===== src/rtl/sar_pkg.sv =====
`default_nettype none
// ----------------------------------------------------------------------------
// sar_pkg : shared state encoding and comparator one-hot check for sar_search
// Revision 1.0
// ----------------------------------------------------------------------------
package sar_pkg;

  typedef enum logic [1:0] {
    ST_IDLE  = 2'd0,
    ST_SET   = 2'd1,
    ST_CHECK = 2'd2,
    ST_DONE  = 2'd3
  } sar_state_t;

  // Legal comparator codes, packed as {gt, eq, lt}
  localparam logic [2:0] C_CMP_GT = 3'b100;
  localparam logic [2:0] C_CMP_EQ = 3'b010;
  localparam logic [2:0] C_CMP_LT = 3'b001;

  function automatic logic cmp_onehot(input logic [2:0] cmp);
    return (cmp == C_CMP_GT) || (cmp == C_CMP_EQ) || (cmp == C_CMP_LT);
  endfunction

endpackage
`default_nettype wire


===== src/rtl/sar_search.sv =====
`default_nettype none
// ----------------------------------------------------------------------------
// sar_search : successive-approximation search driving an external comparator
// Revision 1.0
// ----------------------------------------------------------------------------
module sar_search
  import sar_pkg::*;
#(
  parameter int WIDTH = 4
) (
  input  logic             clk,
  input  logic             rst,
  input  logic             start,
  input  logic             cmp_gt,
  input  logic             cmp_eq,
  input  logic             cmp_lt,
  output logic [WIDTH-1:0] guess,
  output logic             busy,
  output logic             done,
  output logic [WIDTH-1:0] result,
  output logic             err
);

  localparam int IW = (WIDTH > 2) ? $clog2(WIDTH) : 1;
  localparam logic [IW-1:0] C_IDX_TOP = IW'(WIDTH - 1);

  sar_state_t       state_q,  state_d;
  logic [WIDTH-1:0] acc_q,    acc_d;
  logic [IW-1:0]    idx_q,    idx_d;
  logic [WIDTH-1:0] guess_q,  guess_d;
  logic [WIDTH-1:0] result_q, result_d;
  logic             err_q,    err_d;
  logic [2:0]       w_cmp;

  assign w_cmp = {cmp_gt, cmp_eq, cmp_lt};

  always_ff @(posedge clk or posedge rst) begin
    if (rst) begin
      state_q  <= ST_IDLE;
      acc_q    <= '0;
      idx_q    <= C_IDX_TOP;
      guess_q  <= '0;
      result_q <= '0;
      err_q    <= 1'b0;
    end else begin
      state_q  <= state_d;
      acc_q    <= acc_d;
      idx_q    <= idx_d;
      guess_q  <= guess_d;
      result_q <= result_d;
      err_q    <= err_d;
    end
  end

  always_comb begin
    state_d  = state_q;
    acc_d    = acc_q;
    idx_d    = idx_q;
    guess_d  = guess_q;
    result_d = result_q;
    err_d    = err_q;

    case (state_q)
      ST_IDLE: begin
        if (start) begin
          acc_d    = '0;
          err_d    = 1'b0;
          result_d = '0;
          idx_d    = C_IDX_TOP;
          state_d  = ST_SET;
        end
      end

      ST_SET: begin
        guess_d = acc_q | (WIDTH'(1) << idx_q);
        state_d = ST_CHECK;
      end

      ST_CHECK: begin
        if (!cmp_onehot(w_cmp)) begin
          err_d   = 1'b1;
          state_d = ST_DONE;
        end else if (cmp_eq) begin
          acc_d   = guess_q;
          state_d = ST_DONE;
        end else begin
          if (cmp_gt) begin
            acc_d[idx_q] = 1'b1;
          end
          if (idx_q == '0) begin
            state_d = ST_DONE;
          end else begin
            idx_d   = idx_q - 1'b1;
            state_d = ST_SET;
          end
        end
        // Publish the answer on entry to DONE so it is valid while done is high
        if (state_d == ST_DONE) begin
          result_d = acc_d;
        end
      end

      ST_DONE: begin
        result_d = acc_q;
        state_d  = ST_IDLE;
      end

      default: state_d = ST_IDLE;
    endcase
  end

  assign guess  = guess_q;
  assign result = result_q;
  assign err    = err_q;
  assign busy   = (state_q == ST_SET) || (state_q == ST_CHECK);
  assign done   = (state_q == ST_DONE);

endmodule
`default_nettype wire


===== config.mk =====
export PLATFORM = sky130hd
export DESIGN_NAME = sar_search
export DESIGN_NICKNAME = d
export VERILOG_FILES = /design/src/rtl/sar_pkg.sv /design/src/rtl/sar_search.sv
export SDC_FILE = /design/constraint.sdc
export NUM_CORES = 1
export LEC_CHECK = 0
export CAP_MARGIN = 40
export CELL_PAD_IN_SITES_DETAIL_PLACEMENT = 1
export CELL_PAD_IN_SITES_GLOBAL_PLACEMENT = 1
export CORE_ASPECT_RATIO = 1.2
export CORE_MARGIN = 5
export CORE_UTILIZATION = 40
export CTS_CLUSTER_SIZE = 28
export DETAILED_ROUTE_END_ITERATION = 6
export GPL_TIMING_DRIVEN = 0
export PLACE_DENSITY_LB_ADDON = 0.1
export SETUP_SLACK_MARGIN = 0.2
export SLEW_MARGIN = 10
export SYNTH_ARGS = -nofsm -noshare
export SYNTH_HDL_FRONTEND = slang
export SYNTH_SLANG_ARGS = --single-unit

===== constraint.sdc =====
create_clock -name clk -period 2.3 [get_ports clk]
set_input_delay 0.46 -clock clk [delete_from_list [all_inputs] [get_ports clk]]
set_output_delay 0.46 -clock clk [all_outputs]
set_load 0.03 [all_outputs]

Word level (Yosys, flattened, before mapping)
Index checks and enable logic that the tools add are counted.
{"block": "totals", "register_bits": 17, "inputBits": 6, "out_inout_bits": 11, "wordCells": 60}
{"block": "classes", "add_sub_neg": 1, "magnitude_cmp": 2, "eq_ne": 13, "shift": 1, "muxes": 23, "bitwise_logic": 2, "n_reduce_logical": 12}
{"operator": "4-bit 2-to-1 mux", "n": 5}
{"operator": "2-bit 2-to-1 mux", "n": 9}
{"operator": "2-bit != test, second input constant", "n": 6}
{"operator": "4-bit one-hot mux with 3 select lines", "n": 1}
{"operator": "4-bit OR", "n": 2}
{"operator": "2-bit one-hot mux with 4 select lines", "n": 1}
{"operator": "4-bit one-hot mux with 2 select lines", "n": 1}
{"operator": "2-bit == test, second input constant", "n": 3}
{"operator": "3-bit AND reduction", "n": 2}
{"operator": "5-bit AND reduction", "n": 1}
{"operator": "2-bit logical NOT", "n": 2}
{"operator": "2-bit one-hot mux with 2 select lines", "n": 1}
{"operator": "1-bit by 2-bit left shift with 4-bit output, first input constant", "n": 1}
{"operator": "3-bit by 1-bit == test with 1-bit output, second input constant", "n": 1}
{"operator": "3-bit by 2-bit == test with 1-bit output, second input constant", "n": 1}
{"operator": "3-bit == test, second input constant", "n": 1}
{"operator": "1-bit logical OR", "n": 3}
{"operator": "2-bit by 3-bit < comparator with 1-bit output, second input constant", "n": 1}
{"operator": "1-bit 2-to-1 mux", "n": 3}
{"operator": "3-bit nonzero test", "n": 1}
{"operator": "1-bit demux with 2-bit select", "n": 1}
{"operator": "2-bit by 1-bit == test with 1-bit output, second input constant", "n": 1}
{"operator": "2-bit by 1-bit >= comparator with 1-bit output, second input constant", "n": 1}
{"operator": "1-bit one-hot mux with 2 select lines", "n": 1}
{"operator": "other kinds (4)", "n": 4}

Longest topological paths before layout
Gate-level depths: netlist of the first run.
{"block": "depth", "ltp_word": 10, "mapped_depth": 7, "ltp_nobuf": 6}

Worst setup path after synthesis of the first run
OpenSTA, ideal clock, no wires.
{"block": "synth_path", "path_type": "register to register", "start": "reg state_q[0]", "end": "reg idx_q[0]", "setup_time_ns": 0.082, "t_arrival_ns": 1.777, "required_time_ns": 2.218, "slack_ns": 0.441, "path_stages_with_launch": 8, "path_buffers": 1, "synth_period_minus_slack_ns": 1.859, "cell_sequence": "dfrtp_1 > inv_1 > ha_1 > buf_2 > inv_1 > o311ai_2 > nand2b_4 > mux2_4"}
{"block": "synth_via", "elab_chain_len": 3, "word_cells_on_any_way": 9, "cone_classes": "5 x eq/ne; 1 x mux; 3 x reduce/logical"}
{"item": "start, declared", "line": "sar_search.sv:27", "source": "sar_state_t state_q, state_d;"}
{"item": "start signal, assigned", "line": "sar_search.sv:46", "source": "state_q <= state_d;"}
{"item": "2-bit == test / 2-bit logical NOT (equally long branches)", "line": "sar_search.sv:63", "source": "case (state_q)"}
{"item": "2-bit != test (no source line) / 2-bit nonzero test (equally long branches)"}
{"item": "5-bit AND reduction (no source line)"}
{"item": "end signal, assigned", "line": "sar_search.sv:48", "source": "idx_q <= idx_d;"}
{"item": "end, declared", "line": "sar_search.sv:29", "source": "logic [IW-1:0] idx_q, idx_d;"}
Parallel ways exist; a longest one is shown, timed or not.
A chain may end at the register's enable or synchronous reset.

Worst setup path after layout of the first run
{"block": "layout_path", "start": "reg state_q[0]", "end": "out busy"}
{"block": "layout_via", "elab_chain_len": 2, "word_cells_on_any_way": 3, "cone_classes": "2 x eq/ne; 1 x reduce/logical"}
{"item": "2-bit by 1-bit == test with 1-bit output / 2-bit == test (equally long branches)", "line": "sar_search.sv:115", "source": "assign busy = (state_q == ST_SET) || (state_q == ST_CHECK);"}
{"item": "1-bit logical OR (*)", "line": "sar_search.sv:115"}
{"item": "end, declared", "line": "sar_search.sv:18", "source": "output logic busy,"}
Mark *: on every way between the ends. The rest lies on a longest branch, timed or not.

==> metrics.txt, run 1 <==
outcome=finished, final reports clean; Final Critical Period=1990 ps; Synth Flop Type=dfrtp_1; chip width=58.8 µm; routability cong.=0.737; post-synthesis sequential area ratio=37.4%; DP HPWL=2180 µm; crit-path cells=inv_1 > ha_1 > dlygate4sd2_1; WL met2=1490 µm; met1 WL=1150 µm; initial antenna violation count=0; CTS tree=yes; Setup Viol. Count Final=0; largest net degree at the start of global routing=18; static leakage=0.000641 µW; Setup crit start kind=register; synthesized netlist net count=140; Worst setup EP type=primary output; post-synth top area share=32.8%; worst reg2reg setup slack=330 ps; Max-cap violations=0; final period utilization=86.6%; drt pass-1 iters=3; Post-Syn Instances=124; GRT overflow=0; final hold vios=0; global-route wire length before repair=4780 µm; vias per cell=5.38; warnings from Yosys=0; number of port buffers=15; Max-slew headroom=52.2%; DP Cell Count=173; Setup TNS=0 ps; Hold Crit Class=register to register; DR WL/cell=15.6 µm; row count=21; CTS buffer count=3; number of global-route vias before repair=1062; clock root buffer=clkbuf_4; Crit-path slowest cell=dfrtp_1; clk_lat worst skew=310 ps; power per cell area=1200 nW/µm²; area leader, netlist=dfrtp_1; synthesized area per cell=9.22 µm²; GRT Overall Usage=15.8%; I/O pins=17; worst-margin pin slew=716 ps; most frequent cells after synthesis=15 x dfrtp_1, 15 x nand2_1, 13 x o21ai_0; ratio of cells with drive above 1 in the final layout=13.2%; final WL=2770 µm; Worst Path Required=1840 ps; core area=2760 µm²; Top Metal Used=met4; Starting Density=41.5%; metal3 WL=74 µm; Max Clock Skew=2.72 ps; CTS clk-pin slew, worst paths=110 ps; H-tree lvl count=1; Post-DRT Antenna Nets=0; clock buffer depth=2; clock tree sinks=17; type of the worst setup path=register to primary output; number of enable flip-flop cells after synthesis=0; Post-Layout Cell Count=178; Post-route DRC=0; Yosys reg bits=17; Via Count=958; Data arrival, critical path=1530 ps; worst vdd ir=664 µV; Inserted Diodes=0; ys async rst share=100%; CTS Hold Buffers Added=0; Slew Limit Fails=0; RSZ-0062 raised after global routing=no; Netlist Area Pre-Place=1140 µm²; CP Max Fanout=5; Layout area overhead=20.6%; critical path's largest stage delay=420 ps; FMAX=502 MHz; die area=4030 µm²; DRT iter0 DRCs=18; post-synthesis cell type count=32; die height=68.6 µm; Synth area leaders=dfrtp_1 33%, ha_1 11%, o21ai_0 5.7%, nand2_1 4.9%, dfstp_2 4.6%; Nets=161
[per-layer routing]
layer / global-route usage, % / vias to the layer above
li1: - / 473
met1: 16.5 / 468
met2: 30.5 / 12
met3: 2.05 / 5
met4: 7.65 / 0
met5: 0 / -
[worst paths after layout]
check                                  startpoint  cells after the start                     to
max in group asynchronous                     rst                      2   acc_q[0]$_DFFE_PP0P_
min reg2reg                  acc_q[1]$_DFFE_PP0P_                      2   acc_q[1]$_DFFE_PP0P_
max reg2reg                state_q[0]$_DFFE_PP0P_                      7   idx_q[0]$_DFFE_PP1P_
max                        state_q[0]$_DFFE_PP0P_                      3                   busy
min                          acc_q[1]$_DFFE_PP0P_                      2   acc_q[1]$_DFFE_PP0P_
min in group asynchronous                     rst                      2  result[3]$_DFFE_PP0P_
[worst max-delay path, delay by kind of cell (launching register included)]
kind                     cells  cell delay (ps)
adder cells (fa/ha/maj)      1              290
buffers and inverters        2              510
flip-flops                   1              420
[flip-flops by register name (all words and copies together) (netlist names)]
register and flops:
state_q 2, idx_q 2, guess 4, err 1, acc_q 4, result 4
[stage by stage]
step / instance area (µm²) / utilization [%] / hold WS [ps] / total power, µW / worst slack [ps]
after global routing: 1380 / 50.0 / 595 / 1800 / 229
after global placement: 1340 / 48.4 / 512 / 1450 / 102
after floorplan: 1140 / - / 385 / 1190 / 441
after detailed placement: 1340 / 48.4 / 534 / 1490 / 45.4
after CTS: 1370 / 49.7 / 560 / 1660 / 228
final: 1380 / 50.0 / 556 / 1650 / 308
[what timing repair did]
action	4_1_cts	5_1_grt
pin swaps	1	1
setup endpoints to repair	4	2
buffers inserted	0	1
resized for setup	3	0
[report_power, final]
group          leakage (µW)  switching, µW  internal, µW
clock network     0.0000177            109          65.0
logic              0.000408            587           407
registers          0.000215           87.4           399
total              0.000641            783           871
[area by class of cell]
cell class	instances	area (µm²)
clock inverter	1	5.00
clock buffer	3	22.5
inverter	7	26.3
tap	34	42.5
multi-input combinational	95	671
sequential	17	428
buffer	5	28.8
timing repair buffer	16	155
fill	339	1380
[kinds of logic (layout without fill, tap and decap cells)]
| family | count (synthesis) | after routing | share of synthesized area [%] |
|---|---|---|---|
| compound gates | 35 | 35 | 19.9 |
| flops | 17 | 17 | 37.4 |
| buf+inv | 12 | 32 | 4.81 |
| mux | 8 | 8 | 7.99 |
| fa+ha+maj | 10 | 10 | 10.9 |
| xor+xnor | 2 | 2 | 2.19 |
| simple gates | 40 | 40 | 16.7 |
[placed cells by master (no fill, tap or decap)]
| master | instances |
|---|---|
| a211oi_2 | 1 |
| a21o_1 | 1 |
| a21oi_1 | 9 |
| a311oi_4 | 1 |
| a31oi_1 | 4 |
| and3_1 | 1 |
| buf_2 | 2 |
| buf_4 | 1 |
| buf_6 | 1 |
| clkbuf_1 | 2 |
| clkbuf_4 | 3 |
| clkdlybuf4s50_1 | 13 |
| clkinv_2 | 1 |
| dfrtp_1 | 15 |
| dfstp_2 | 2 |
| dlygate4sd2_1 | 2 |
| ha_1 | 10 |
| inv_1 | 7 |
| mux2_2 | 1 |
| mux2_4 | 2 |
| mux2i_1 | 5 |
| nand2_1 | 15 |
| nand2b_1 | 2 |
| nand2b_4 | 1 |
| nand3_1 | 4 |
| nand4_1 | 4 |
| nor2_1 | 10 |
| nor2b_1 | 1 |
| nor3b_1 | 1 |
| o211ai_1 | 1 |
| o21ai_0 | 13 |
| o21ai_1 | 3 |
| o311ai_4 | 1 |
| o31ai_1 | 1 |
| or2_2 | 1 |
| xor2_1 | 1 |
| xor2_2 | 1 |
Note: power is estimated with default switching activity, not from simulation.
==> inputs of run 2 (changes only) <==
==> constraint.sdc (replaced) <==
create_clock -name clk -period 2.3 [get_ports clk]
set_input_delay 0.46 -clock clk [delete_from_list [all_inputs] [get_ports clk]]
set_output_delay 0.46 -clock clk [all_outputs]
set_load 0.01 [all_outputs]
==> run 2 against run 1 <==
  * Cell count rose by 1.1%
  * Global-route usage rose by 0.12 points
  * Worst hold slack unchanged
  * Fmax decreased by 0.81%
  * Sequential share of layout area shrank 0.36 points
  * Total power decreased by 4.3%
  * Register-to-register slack improved by 50 ps
  * Sequential power is 1% lower
  * Count of clock-buffer cells in the layout did not move
  * Utilization increased by 0.59 points
  * First-iteration DRC count shrank 17%
  * Design area rose by 1.2%
  * Critical path type unchanged
  * Highest routed layer unchanged
==> metrics.txt, run 2 (synthesis gave the netlist of run 1 again) <==
outcome=finished, final reports clean; final period utilization=87.3%; Slew Limit Fails=0; chip width=58.8 µm; CTS clk-pin slew, worst paths=110 ps; Top Metal Used=met4; CTS buffer count=3; I/O pins=17; WL met2=1500 µm; met1 WL=1160 µm; final worst setup slack=292 ps; DP HPWL=2180 µm; Worst R2R Start=state_q[1]$_DFFE_PP0P_; Worst Hold Path EP=acc_q[1]$_DFFE_PP0P_; Hold Crit Class=register to register; Setup crit start kind=register; Post-DRT Antenna Nets=0; number of global-route vias before repair=1070; number of port buffers=15; CP Max Fanout=6; static leakage=0.000647 µW; DR WL/cell=15.5 µm; final WL=2790 µm; GRT overflow=0; initial antenna violation count=0; Starting Density=41.5%; power per cell area=1130 nW/µm²; drt pass-1 iters=3; DRT iter0 DRCs=15; Max Clock Skew=2.54 ps; Post-route DRC=0; FMAX=498 MHz; core area=2760 µm²; Nets=163; worst vdd ir=606 µV; Finished Cell Area=1400 µm²; Inserted Diodes=0; metal3 WL=74 µm; worst-margin pin slew=713 ps; R2R depth=7; H-tree lvl count=1; Crit Reg-Reg Endpoint=idx_q[0]$_DFFE_PP1P_; Max-cap violations=0; Data arrival, critical path=1550 ps; most frequent cells in the layout=15 x nand2_1, 15 x dfrtp_1, 14 x clkdlybuf4s50_1; GRT Overall Usage=15.9%; Hold Startpoint=acc_q[1]$_DFFE_PP0P_; pre-CTS setup slack=45.4 ps; row count=21; largest net degree at the start of global routing=18; global-route wire length before repair=4820 µm; Worst Path Required=1840 ps; Final Critical Period=2010 ps; clock buffer depth=2; CTS tree=yes; vias per cell=5.36; die height=68.6 µm; routability cong.=0.737; placed instance area=1340 µm²; type of the worst setup path=register to primary output; Max-slew headroom=52.4%; Setup Viol. Count Final=0; die area=4030 µm²; Hold Crit Depth=2; clock root buffer=clkbuf_4; worst reg2reg setup slack=380 ps; final hold vios=0; clock tree sinks=17; Worst setup EP type=primary output; FF/Latch Area=428 µm²; Layout area overhead=22.0%; clk_lat worst skew=310 ps; ratio of cells with drive above 1 in the final layout=14.4%; Via Count=964; Multi-input gate area=671 µm²; RSZ-0062 raised after global routing=no; fill count=340; Setup TNS=0 ps
-- run 2: cell type report --
type                       instances  area share (%)
timing repair buffer              18            12.3
inverter                           7            1.88
clock inverter                     1           0.359
clock buffer                       3            1.61
sequential                        17            30.7
tap                               34            3.05
buffer                             5            2.06
multi-input combinational         95            48.1
-- run 2: through the flow --
step           hold slack, ps  cells  power, µW  util, %
6_report                  556    180       1580     50.6
5_1_grt                   602    180       1730     50.6
4_1_cts                   561    179       1590     50.3
3_5_place_dp              534    173       1380     48.4
3_3_place_gp              512    173       1350     48.4
2_1_floorplan             385    124       1080        -
-- run 2: power breakdown --
| group | leakage, µW | total (µW) | internal, µW | switching, µW |
|---|---|---|---|---|
| clock network | 0.0000177 | 174 | 65.0 | 109 |
| logic | 0.000414 | 929 | 431 | 498 |
| registers | 0.000215 | 480 | 399 | 81.4 |
| total | 0.000647 | 1580 | 895 | 688 |
-- run 2: how the worst max path moves through the flow --
stage                      startpoint              endpoint  depth (start not counted)
2_1_floorplan  state_q[0]$_DFFE_PP0P_  idx_q[0]$_DFFE_PP1P_                          7
3_3_place_gp                   cmp_eq  idx_q[1]$_DFFE_PP1P_                          5
3_5_place_dp                   cmp_eq  idx_q[1]$_DFFE_PP1P_                          5
4_1_cts        state_q[0]$_DFFE_PP0P_  idx_q[1]$_DFFE_PP1P_                          7
5_1_grt        state_q[1]$_DFFE_PP0P_                  done                          2
6_report       state_q[1]$_DFFE_PP0P_                  done                          2
-- run 2: timing repair --
item / 4_1_cts / 5_1_grt
setup buffers: 2 / 1
pin swaps: 0 / 1
hold endpoints to repair: 0 / 0
gates resized for setup: 2 / 0
endpoints found under the setup margin: 3 / 2
hold buffers: 0 / 0
-- run 2: critical path, stage by stage, from the launching register on --
cell and delay [ps]:
dfrtp_1 400, ha_1 270, clkdlybuf4s50_1 570
-- run 2: layer usage --
metal | up-vias | GRT usage [%]
li1 | 477 | -
met1 | 470 | 16.6
met2 | 12 | 30.8
met3 | 5 | 2.05
met4 | 0 | 7.65
met5 | - | 0
==> inputs of run 3 (changes only) <==
Settings changed: SLEW_MARGIN 10 to 20.
==> results of run 3 <==
Final layout, timing and power as in run 2 (identical DEF).
